**config.mk**
```make
export PLATFORM = sky130hd
export DESIGN_NAME = iterative_alu
export DESIGN_NICKNAME = d
export VERILOG_FILES = /design/src/rtl/alu_pkg.sv /design/src/rtl/alu_comb_core.sv /design/src/rtl/iterative_alu.sv
export SDC_FILE = /design/constraint.sdc
export NUM_CORES = 1
export LEC_CHECK = 0
export BUFFER_PORTS_ARGS = -buffer_cell sky130_fd_sc_hd__buf_4
export CAP_MARGIN = 20
export CORE_AREA = 2 2 143 145
export CTS_CLUSTER_DIAMETER = 60
export DETAILED_ROUTE_END_ITERATION = 10
export DIE_AREA = 0 0 145 147
export PLACE_DENSITY = 0.69
export SYNTH_ARGS = -nofsm -noshare
export SYNTH_HDL_FRONTEND = slang
export SYNTH_SLANG_ARGS = --single-unit
```
**constraint.sdc**
```tcl
create_clock -name clk -period 8.11 [get_ports clk]
set_input_delay 1.622 -clock clk [delete_from_list [all_inputs] [get_ports clk]]
set_output_delay 1.622 -clock clk [all_outputs]
set_load 0.02 [all_outputs]
```
**src/rtl/alu_pkg.sv**
```systemverilog
// Shared op codes, FSM encoding and op-class helper for the iterative ALU.
package alu_pkg;

    localparam logic [4:0] ALU_ADD  = 5'b00000;
    localparam logic [4:0] ALU_SUB  = 5'b00001;
    localparam logic [4:0] ALU_AND  = 5'b00010;
    localparam logic [4:0] ALU_OR   = 5'b00011;
    localparam logic [4:0] ALU_XOR  = 5'b00110;
    localparam logic [4:0] ALU_SRL  = 5'b01010;
    localparam logic [4:0] ALU_SRA  = 5'b01011;
    localparam logic [4:0] ALU_SLL  = 5'b01101;
    localparam logic [4:0] ALU_BEQ  = 5'b10000;
    localparam logic [4:0] ALU_BNE  = 5'b10001;
    localparam logic [4:0] ALU_BLT  = 5'b10010;
    localparam logic [4:0] ALU_BGE  = 5'b10011;
    localparam logic [4:0] ALU_BLTU = 5'b10100;
    localparam logic [4:0] ALU_BGEU = 5'b10101;
    localparam logic [4:0] ALU_SLT  = 5'b10110;
    localparam logic [4:0] ALU_SLTU = 5'b10111;

    typedef enum logic [1:0] {
        ST_IDLE  = 2'b00,
        ST_SHIFT = 2'b01,
        ST_DONE  = 2'b10
    } state_t;

    // Unknown (X/Z) codes fall to the default and are treated as non-shift.
    function automatic logic is_shift_op(input logic [4:0] op);
        logic res;
        res = 1'b0;
        case (op)
            ALU_SRL, ALU_SRA, ALU_SLL: res = 1'b1;
            default:                   res = 1'b0;
        endcase
        return res;
    endfunction

endpackage

```
**src/rtl/alu_comb_core.sv**
```systemverilog
// Single-cycle ALU datapath: arithmetic, logic, compares, branch conditions and op legality.
module alu_comb_core
    import alu_pkg::*;
#(
    parameter int XLEN = 32
) (
    input  logic [4:0]      op,
    input  logic [XLEN-1:0] a,
    input  logic [XLEN-1:0] b,
    output logic [XLEN-1:0] result,
    output logic            branch_cond,
    output logic            illegal_op
);

    logic lt_s;
    logic lt_u;
    logic eq;

    assign lt_s = $signed(a) < $signed(b);
    assign lt_u = a < b;
    assign eq   = a == b;

    always_comb begin
        result      = '0;
        branch_cond = 1'b0;
        illegal_op  = 1'b0;
        case (op)
            ALU_ADD:  result = a + b;
            ALU_SUB:  result = a - b;
            ALU_AND:  result = a & b;
            ALU_OR:   result = a | b;
            ALU_XOR:  result = a ^ b;
            // Shifts are legal but iterated by the top level.
            ALU_SRL, ALU_SRA, ALU_SLL: result = '0;
            ALU_BEQ:  begin result = {{(XLEN-1){1'b0}}, eq};    branch_cond = eq;    end
            ALU_BNE:  begin result = {{(XLEN-1){1'b0}}, !eq};   branch_cond = !eq;   end
            ALU_BLT:  begin result = {{(XLEN-1){1'b0}}, lt_s};  branch_cond = lt_s;  end
            ALU_BGE:  begin result = {{(XLEN-1){1'b0}}, !lt_s}; branch_cond = !lt_s; end
            ALU_BLTU: begin result = {{(XLEN-1){1'b0}}, lt_u};  branch_cond = lt_u;  end
            ALU_BGEU: begin result = {{(XLEN-1){1'b0}}, !lt_u}; branch_cond = !lt_u; end
            ALU_SLT:  result = {{(XLEN-1){1'b0}}, lt_s};
            ALU_SLTU: result = {{(XLEN-1){1'b0}}, lt_u};
            default:  illegal_op = 1'b1;
        endcase
    end

endmodule

```
**src/rtl/iterative_alu.sv**
```systemverilog
// Execute-stage ALU with valid/ready handshake; shifts iterate one bit per cycle.
//   state    | meaning
//   ST_IDLE  | ready for a new op; single-cycle ops resolve here
//   ST_SHIFT | accumulator shifting, counter counting down to 1
//   ST_DONE  | result held with out_valid until out_ready
module iterative_alu
    import alu_pkg::*;
#(
    parameter int XLEN = 32
) (
    input  logic            clk,
    input  logic            reset,
    input  logic            in_valid,
    output logic            in_ready,
    input  logic [4:0]      alu_op,
    input  logic [XLEN-1:0] a,
    input  logic [XLEN-1:0] b,
    output logic            out_valid,
    input  logic            out_ready,
    output logic [XLEN-1:0] result,
    output logic            branch_cond,
    output logic            illegal_op
);

    localparam int SHW = $clog2(XLEN);

    state_t          state_q, state_d;
    logic [4:0]      op_q, op_d;
    logic [XLEN-1:0] acc_q, acc_d;
    logic [SHW-1:0]  cnt_q, cnt_d;
    logic [XLEN-1:0] result_q, result_d;
    logic            branch_q, branch_d;
    logic            illegal_q, illegal_d;

    logic [XLEN-1:0] core_result;
    logic            core_branch;
    logic            core_illegal;
    logic [XLEN-1:0] acc_shifted;
    logic [SHW-1:0]  shamt;

    assign shamt = b[SHW-1:0];

    alu_comb_core #(.XLEN(XLEN)) u_core (
        .op          (alu_op),
        .a           (a),
        .b           (b),
        .result      (core_result),
        .branch_cond (core_branch),
        .illegal_op  (core_illegal)
    );

    always_comb begin
        acc_shifted = acc_q;
        case (op_q)
            ALU_SLL: acc_shifted = {acc_q[XLEN-2:0], 1'b0};
            ALU_SRL: acc_shifted = {1'b0, acc_q[XLEN-1:1]};
            ALU_SRA: acc_shifted = {acc_q[XLEN-1], acc_q[XLEN-1:1]};
            default: acc_shifted = acc_q;
        endcase
    end

    always_comb begin
        state_d   = state_q;
        op_d      = op_q;
        acc_d     = acc_q;
        cnt_d     = cnt_q;
        result_d  = result_q;
        branch_d  = branch_q;
        illegal_d = illegal_q;
        case (state_q)
            ST_IDLE: begin
                if (in_valid) begin
                    if (is_shift_op(alu_op) && (shamt != '0)) begin
                        op_d    = alu_op;
                        acc_d   = a;
                        cnt_d   = shamt;
                        state_d = ST_SHIFT;
                    end else begin
                        // A zero-distance shift passes operand A straight through.
                        result_d  = is_shift_op(alu_op) ? a : core_result;
                        branch_d  = core_branch;
                        illegal_d = core_illegal;
                        state_d   = ST_DONE;
                    end
                end
            end
            ST_SHIFT: begin
                acc_d = acc_shifted;
                cnt_d = cnt_q - 1'b1;
                if (cnt_q == SHW'(1)) begin
                    result_d  = acc_shifted;
                    branch_d  = 1'b0;
                    illegal_d = 1'b0;
                    state_d   = ST_DONE;
                end
            end
            ST_DONE: begin
                if (out_ready) begin
                    state_d = ST_IDLE;
                end
            end
            default: state_d = ST_IDLE;
        endcase
    end

    always_ff @(posedge clk) begin
        if (reset) begin
            state_q   <= ST_IDLE;
            op_q      <= ALU_ADD;
            acc_q     <= '0;
            cnt_q     <= '0;
            result_q  <= '0;
            branch_q  <= 1'b0;
            illegal_q <= 1'b0;
        end else begin
            state_q   <= state_d;
            op_q      <= op_d;
            acc_q     <= acc_d;
            cnt_q     <= cnt_d;
            result_q  <= result_d;
            branch_q  <= branch_d;
            illegal_q <= illegal_d;
        end
    end

    assign in_ready    = (state_q == ST_IDLE);
    assign out_valid   = (state_q == ST_DONE);
    assign result      = result_q;
    assign branch_cond = branch_q;
    assign illegal_op  = illegal_q;

endmodule

```
Word-level counts from Yosys, hierarchy flattened --
Index checks and enable logic that the tools add are counted.
Word-level totals: input bits 73, output and inout bits 36, register bits after elaboration 78, word-level logic and storage cells 91
Cells by class: bitwise gates (word level) 3, reduce and logical (&&, ||, !) cells 16, add/subtract/negate cells 3, magnitude comparators 2, mux-type cells 33, equal/unequal tests 27
Operator list (count):
- 32-bit one-hot mux with 11 select lines | 1
- 32-bit 2-to-1 mux | 6
- 32-bit one-hot mux with 2 select lines | 2
- 32-bit one-hot mux with 3 select lines | 1
- 32-bit < comparator | 2
- 5-bit == test (second input constant) | 8
- 32-bit adder | 1
- 32-bit AND | 1
- 32-bit == test | 1
- 32-bit bitwise OR | 1
- 32-bit subtractor | 1
- 32-bit XOR | 1
- 5-bit by 4-bit == test with 1-bit output (second input constant) | 6
- 16-bit OR reduction | 1
- 1-bit 2-to-1 mux | 12
- 5-bit by 1-bit == test with 1-bit output (second input constant) | 2
- 5-bit by 2-bit == test with 1-bit output (second input constant) | 2
- 5-bit 2-to-1 mux | 2
- 5-bit one-hot mux with 2 select lines | 1
- 3-bit AND reduction | 3
- 2-bit 2-to-1 mux | 4
- 2-bit != test (second input constant) | 3
- 1-bit one-hot mux with 6 select lines | 1
- 2-bit one-hot mux with 3 select lines | 1
- other kinds (15) | 20

Depth between registers and ports, before layout --
Gate-level depths: netlist of the first run.
depth after elaboration 13, gate-level depth with buffers 13, mapped depth without buffers 13

Modules after synthesis --
A second synthesis of the first run with hierarchy kept.
Second synthesis, totals: cell total of the unflattened synthesis 1352, area, all modules 9894.5 µm²
Modules (own cells, without submodules):
- alu_comb_core | cells an instance 819, sequential area each 0.0 µm², area each 5213.8 µm², times used 1
- iterative_alu | cells an instance 533, sequential area each 1561.5 µm², area each 4680.7 µm², times used 1

Least setup slack after synthesis of the first run --
Ideal clock, no wire load.
path kind input-to-reg, start in a[0], end reg result_q[28], in the netlist result[28], slack 3.951 ns, library setup time 0.133 ns, buffers on the path 0, required time 7.977 ns, cell stages on the path 13, arrival 4.026 ns, cells stage by stage inv_1 > ha_1 > inv_1 > fa_1 > nor2b_1 > o21ai_2 > a21oi_1 > o31ai_2 > a21oi_2 > a2111oi_0 > mux2i_1 > o2111ai_1 > nor4b_2
Between the ends: cells in the longest elaborated chain, start to end 6, elaborated cells between the ends (all ways) 7, classes of those cells 2 x add/sub; 5 x mux
Ends and longest elaborated chain:
- start, declared | RTL line iterative_alu.sv:16 | input logic [XLEN-1:0] a,
- 32-bit subtractor / 32-bit adder (equally long branches) | RTL line alu_comb_core.sv:29, alu_comb_core.sv:28
- 32-bit one-hot mux with 11 select lines (*) | RTL line alu_comb_core.sv:27 | case (op)
- 32-bit 2-to-1 mux (*) | RTL line iterative_alu.sv:80 | result_d = is_shift_op(alu_op) ? a : core_result;
- 32-bit 2-to-1 mux (*) | RTL line iterative_alu.sv:73 | if (is_shift_op(alu_op) && (shamt != '0)) begin
- 32-bit 2-to-1 mux (*) | RTL line iterative_alu.sv:72 | if (in_valid) begin
- 32-bit one-hot mux with 2 select lines (*) | RTL line iterative_alu.sv:70 | case (state_q)
- end signal, assigned | RTL line iterative_alu.sv:120 | result_q <= result_d;
- end, declared | RTL line iterative_alu.sv:31 | logic [XLEN-1:0] result_q, result_d;
Mark *: on every way between the ends. The rest lies on a longest branch, timed or not. The select of a mux whose other input is x is not followed. A chain may end at the register's enable or synchronous reset.

Worst setup path after layout of the first run --
start in alu_op[0], end reg result_q[22], in the netlist result[22]
Between the ends: cells in the longest elaborated chain, start to end 10, elaborated cells between the ends (all ways) 33, classes of those cells 16 x eq/ne; 11 x mux; 6 x reduce/logical
Ends and longest elaborated chain:
- start, declared | RTL line iterative_alu.sv:15 | input logic [4:0] alu_op,
- 5-bit by 4-bit == test with 1-bit output | RTL line alu_pkg.sv:31 | case (op)
- 3-bit OR reduction
- 1-bit 2-to-1 mux | RTL line alu_pkg.sv:31
- 1-bit 2-to-1 mux | RTL line iterative_alu.sv:73
- 1-bit 2-to-1 mux | RTL line iterative_alu.sv:72
- 1-bit 2-to-1 mux | RTL line iterative_alu.sv:70
- 32-bit 2-to-1 mux | RTL line iterative_alu.sv:80
- 32-bit 2-to-1 mux | RTL line iterative_alu.sv:73
- 32-bit 2-to-1 mux | RTL line iterative_alu.sv:72
- 32-bit one-hot mux with 2 select lines | RTL line iterative_alu.sv:70
Several ways; a longest one is shown, not always the timed one. The select of a mux whose other input is x is not followed.

==> impl_metrics.py, run 1 <==
metrics = {
    "drt": {
        "num_vias": 11200,
        "wl_met3_um": 2870,
        "viasPerCell": 6.44,
        "dr.pass1.iters": 5,
        "antenna_left": 0,
        "wl_per_cell_um": 21.5,
        "drt_iter0_drc": 961,
        "drt-met1-wl_um": 14700,
        "wl_um": 37500,
        "drc": 0,
        "top_layer": "met4",
        "wl_met2_um": 17100,
    },
    "cts": {
        "max-clock-path-buffers": 2,
        "postCtsSetupBuffers": 0,
        "root_buffer": "clkbuf_16",
        "cts_resized": 0,
        "cts_buffers": 9,
        "cts_htree_levels": 3,
        "cts_hold_buf": 0,
        "cts.sinks": 78,
        "cts_tree": "built",
        "clk-insertion-delay-late_ns": 0.35,
        "clk_pin_slew_ns": 0.06,
    },
    "sta": {
        "period_needed_ns": 4.81,
        "finClkSkew_ns": 0.00823,
        "rsz0062_at_grt": "no",
        "setup_viol": 0,
        "fmax_mhz": 208,
        "slew_violations": 0,
        "period_share": 0.593,
        "relSlewSlack": 0.288,
        "fin_tns_setup_ns": 0,
        "hold_viol_final": 0,
        "fin_hold_ws_ns": 0.468,
        "fin_ws_ns": 3.30,
        "worstMarginPinSlew_ns": 1.06,
    },
    "global_route": {
        "grtUsageTotal": 0.345,
        "grt_pass1_vias": 10400,
        "grt_pass1_wl_um": 58300,
        "grt_max_degree": 76,
        "antenna_found_initial": 0,
        "overflow": 0,
    },
    "yosys": {
        "ys_types": 88,
        "yosys_register_bits": 78,
        "avgSynthCellArea_um2": 6.77,
        "synthCells": 1439,
        "netlist_top_cells_area": "dfxtp_1, ha_1, a21oi_1, nor2_1, nand2_1",
        "synth-edff-count": 0,
        "async_reset_ff_frac": 0,
        "synth_top_area_cell": "dfxtp_1",
        "yosysTopAreaCellShare": 0.160,
        "ys_seq_area_frac": 0.160,
        "synth-main-ff-cell": "dfxtp_1",
        "synth_nets": 1619,
        "yosysWarnings": 0,
        "netlist_area_um2": 9740,
    },
    "die": {
        "dieArea_um2": 21300,
        "ios": 109,
        "dieWidth_um": 145,
        "design.core.area_um2": 19800,
        "start_util": 0.491,
        "die_y_um": 147,
        "num_rows": 52,
    },
    "job": {
        "max_cap_violations": 0,
    },
    "power_and_ir_drop": {
        "power_density_nw_per_um2": 127,
        "irDropWorstVdd_mv": 0.107,
        "p_leak_uw": 0.00437,
    },
    "layout": {
        "layout_commonest_cell": "a21oi_1",
        "nets": 1650,
        "area_growth_pct": 12.2,
        "mostFrequentLayoutCells": "a21oi_1, nor2_1, nand2_1",
        "fin_cells": 1745,
        "diodes": 0,
        "drive_above_1_share": 0.118,
    },
    "outcome": {
        "status": "finished, final reports clean",
    },
    "critical_path": {
        "cp-start-kind": "input pin",
        "crit_arrival_ns": 5.09,
        "end_kind": "register",
        "critPathKind": "in2reg",
        "crit_fanout": 27,
        "crit_required_ns": 8.39,
        "worstRegToRegCells": 6,
    },
    "placed_design": {
        "dp_hpwl_um": 28000,
        "place_ws_ns": 3.13,
        "gp_congestion": 0.996,
        "portBuffers": 108,
        "dp.cells": 1728,
    },
    "worst_hold_path": {
        "whs_path_depth": 2,
        "min_path_type": "reg2reg",
    },
}
[cell families after synthesis]
group                    Yosys count  share of synthesized area
AO/OA/AOI/OAI                    553                      0.364
XOR/XNOR                          17                     0.0167
adder cells (fa/ha/maj)          107                      0.139
buffers and inverters            202                     0.0828
flip-flops                        78                      0.160
multiplexers                      15                     0.0159
AND/OR/NAND/NOR                  467                      0.221
[final timing paths]
kind / startpoint / end / slack, ns
setup reg to reg: state_q[1] / result[22] / 4.53
hold reg to reg: branch_cond / branch_cond / 0.47
hold / removal: branch_cond / branch_cond / 0.47
setup / recovery: alu_op[0] / result[22] / 3.30
[cell type report]
class	instances	area, µm²
tap	270	338
timing repair buffer	120	913
clock buffer	11	243
inverter	102	383
fill	2025	8920
multi-input combinational	1159	7430
sequential	78	1560
clock inverter	5	58.8
[metal layers]
metal | vias up | track usage
li1 | 5274 | -
met1 | 5252 | 0.421
met2 | 572 | 0.566
met3 | 140 | 0.0534
met4 | 0 | 0.227
met5 | - | 0
[through the flow]
stage | utilization | cell area (µm²) | power (µW)
global route | 0.551 | 10900 | 1460
floorplan | - | 9740 | 781
detailed placement | 0.534 | 10600 | 961
CTS | 0.550 | 10900 | 1390
global placement | 0.534 | 10600 | 959
finish | 0.551 | 10900 | 1390
[cells in the mapped netlist, types with 9 or more instances]
library cell / number
a31oi_1: 24
or3_1: 13
o22ai_1: 11
a21o_1: 11
o31ai_1: 11
a21oi_1: 219
o21ai_1: 9
nand2_1: 123
nand4_1: 16
o21ai_0: 79
nor2_1: 181
buf_2: 18
nor2b_1: 18
nor3_1: 31
a221oi_1: 18
a211oi_1: 21
buf_1: 12
o211ai_1: 25
clkbuf_1: 66
mux2i_1: 11
o21bai_1: 11
xnor2_1: 14
a22oi_1: 35
nand2b_1: 10
inv_1: 97
dfxtp_1: 78
ha_1: 105
nand3_1: 33
[power by group]
group | switching, µW | total (µW) | internal, µW
registers | 18.0 | 420 | 402
clock network | 178 | 426 | 247
logic | 355 | 547 | 192
[critical path: stages]
cell	delay, ns
buf_4	0.21
inv_1	0.79
nand2_1	0.29
nand2_1	0.15
nand3_1	0.70
nor2_1	0.73
nand3_1	0.34
o21ai_1	0.23
[sequential cells by signal (all words and copies together) (netlist names)]
register	count
acc_q	32
branch_cond	1
cnt_q	5
illegal_op	1
op_q	5
result	32
state_q	2
(Power assumes the default switching activity.)
==> inputs of run 2 (changes only) <==
--- a/config.mk
+++ b/config.mk
@@ -5,12 +5,13 @@
 export SDC_FILE = /design/constraint.sdc
 export NUM_CORES = 1
 export LEC_CHECK = 0
+export ABC_AREA = 1
 export BUFFER_PORTS_ARGS = -buffer_cell sky130_fd_sc_hd__buf_4
 export CAP_MARGIN = 20
-export CORE_AREA = 2 2 143 145
+export CORE_AREA = 2 2 145 147
 export CTS_CLUSTER_DIAMETER = 60
 export DETAILED_ROUTE_END_ITERATION = 10
-export DIE_AREA = 0 0 145 147
+export DIE_AREA = 0 0 147 149
 export PLACE_DENSITY = 0.69
 export SYNTH_ARGS = -nofsm -noshare
 export SYNTH_HDL_FRONTEND = slang
==> constraint.sdc (replaced) <==
create_clock -name clk -period 4.7 [get_ports clk]
set_input_delay 0.94 -clock clk [delete_from_list [all_inputs] [get_ports clk]]
set_output_delay 0.94 -clock clk [all_outputs]
set_load 0.02 [all_outputs]
==> run 2 against run 1 <==
Non-clock buffer count decreased by 2. Area after synthesis increased by 3.2%. Sequential cell count stayed put. Routed wire length up 6.3%. Worst hold slack improved by 0.020 ns. Power increased by 75%. Cell area is 2.4% higher. Largest cell class unchanged.
==> impl_metrics.py, run 2 <==
metrics = {
    "outcome": {
        "status": "finished, final reports clean",
    },
    "yosys": {
        "synth-main-ff-cell": "dfxtp_1",
        "synth_nets": 1940,
        "netlist_top_cells_area": "dfxtp_1, nand2_1, ha_1, inv_1, a21oi_1",
        "yosysTopAreaCellShare": 0.155,
        "synth_top_area_cell": "dfxtp_1",
        "synthCells": 1760,
        "synth-edff-count": 0,
        "synth_most_common_cell": "nand2_1",
        "avgSynthCellArea_um2": 5.71,
        "synth_common_cells": "nand2_1, inv_1, nor2_1",
        "ys_seq_area_frac": 0.155,
        "yosys_register_bits": 78,
        "async_reset_ff_frac": 0,
        "yosysWarnings": 0,
        "netlist_area_um2": 10000,
        "ys_types": 47,
    },
    "job": {
        "max_cap_violations": 0,
    },
    "cts": {
        "postCtsSetupBuffers": 0,
        "cts_htree_levels": 3,
        "max-clock-path-buffers": 2,
        "cts_tree": "built",
        "cts_resized": 0,
        "clk-insertion-delay-late_ns": 0.35,
        "cts.sinks": 78,
        "clk_pin_slew_ns": 0.07,
        "cts_hold_buf": 0,
        "root_buffer": "clkbuf_16",
        "cts_buffers": 9,
    },
    "drt": {
        "num_vias": 12100,
        "dr.pass1.iters": 7,
        "drc": 0,
        "wl_per_cell_um": 19.1,
        "drt_iter0_drc": 1132,
        "viasPerCell": 5.79,
        "antenna_left": 0,
        "wl_um": 39800,
    },
    "layout": {
        "nets": 1989,
        "drive_above_1_share": 0.0910,
        "area_growth_pct": 11.4,
        "diodes": 0,
        "final-seq-area_um2": 1560,
        "fill_cells": 2216,
        "mostFrequentLayoutCells": "nand2_1, inv_1, nor2_1",
        "multi_input_area_um2": 7120,
        "layout_commonest_cell": "nand2_1",
        "final_util": 0.544,
    },
    "placed_design": {
        "dp_hpwl_um": 30800,
        "gp_congestion": 0.966,
        "portBuffers": 108,
    },
    "worst_hold_path": {
        "worstHoldStart": "illegal_op",
        "whs_path_depth": 2,
        "min_to": "illegal_op",
        "min_path_type": "reg2reg",
    },
    "critical_path": {
        "cp-start-kind": "input pin",
        "crit_required_ns": 4.90,
        "r2r_setup_slack_ns": 1.86,
        "crit_family": "compound AO/OA/AOI/OAI gates",
        "cpMaxStageDelayCell": "o21ai_0",
        "r2r-start": "state_q[0]",
        "worst_r2r_endpoint": "result[9]",
        "crit_fanout": 10,
        "crit_arrival_ns": 3.35,
        "worstRegToRegCells": 11,
        "cpPeakStageDelay_ns": 0.54,
        "path_buf_inv": 2,
        "critPathKind": "in2reg",
        "worstPathCellList": "buf_4 -> inv_1 -> ha_1 -> o21ai_0 -> o21bai_1 -> nor2_1 -> nand2_1 -> nand2_1 -> nand3_1 -> nand3_1 -> o21ai_0 -> a21oi_1",
        "end_kind": "register",
    },
    "sta": {
        "period_needed_ns": 3.15,
        "worstMarginPinSlew_ns": 0.923,
        "fin_hold_ws_ns": 0.488,
        "hold_viol_final": 0,
        "finClkSkew_ns": 0.00790,
        "setup_viol": 0,
        "rsz0062_at_grt": "no",
        "period_share": 0.670,
        "fmax_mhz": 317,
        "fin_tns_setup_ns": 0,
        "slew_violations": 0,
        "relSlewSlack": 0.383,
    },
    "global_route": {
        "antenna_found_initial": 0,
        "grt_max_degree": 63,
        "grt_pass1_wl_um": 60200,
        "grt_pass1_vias": 10900,
        "overflow": 0,
        "grtUsageTotal": 0.355,
    },
    "power_and_ir_drop": {
        "irDropWorstVdd_mv": 0.179,
        "power_density_nw_per_um2": 218,
        "p_leak_uw": 0.00542,
    },
    "die": {
        "dieArea_um2": 21900,
        "start_util": 0.489,
        "die_y_um": 149,
        "num_rows": 53,
        "ios": 109,
        "dieWidth_um": 147,
        "design.core.area_um2": 20600,
    },
}
[run 2: power breakdown]
group / leakage [µW] / switching [µW] / internal (µW)
Combinational: 0.00465 / 668 / 318
Sequential: 0.000638 / 38.3 / 710
Clock: 0.000138 / 327 / 382
Total: 0.00542 / 1030 / 1410
[run 2: worst max-delay path by stage]
stage | from | endpoint | slack [ns] | depth (start not counted)
global placement | alu_op[1] | acc_q[30] | 1.22 | 10
detailed placement | alu_op[1] | acc_q[31] | 1.21 | 11
finish | a[13] | result[14] | 1.55 | 12
CTS | alu_op[1] | acc_q[31] | 1.63 | 11
floorplan | a[0] | branch_cond | 1.98 | 16
global route | alu_op[1] | acc_q[31] | 1.35 | 11
[run 2: cells by family (layout without fill, tap and decap cells)]
logic type,count (synthesis),after routing,share of synthesized area
compound gates,416,416,0.235
simple gates,812,812,0.335
fa+ha+maj,107,107,0.135
xor+xnor,4,4,0.00349
flops,78,78,0.155
buf+inv,343,397,0.136
[run 2: metrics by stage]
stage	worst slack, ns	power [µW]	area [µm²]	std cells
2_1_floorplan	1.98	1370	10000	1760
3_3_place_gp	1.22	1710	10900	2073
3_5_place_dp	1.21	1720	10900	2073
4_1_cts	1.63	2420	11200	2089
5_1_grt	1.35	2570	11200	2089
6_report	1.55	2440	11200	2089
[run 2: final cells by class]
cell class | instances | share of cell area
Multi-Input combinational cell | 1339 | 0.636
Sequential cell | 78 | 0.140
Inverter | 263 | 0.0882
Timing Repair Buffer | 118 | 0.0792
Tap cell | 275 | 0.0307
Clock buffer | 10 | 0.0214
Clock inverter | 6 | 0.00470
[run 2: tightest hold or removal path, cell delays in order, from the launching register on]
cell and delay [ns]:
dfxtp_1 0.32, nand2_1 0.06, a21oi_1 0.06
[run 2: routing by layer]
metal  wire length [µm]  global-route usage  share of wire
met5                  0                   0              0
met4                947               0.104          0.024
met3               3740              0.0388          0.094
met2              17500               0.561           0.44
met1              17600               0.510           0.44
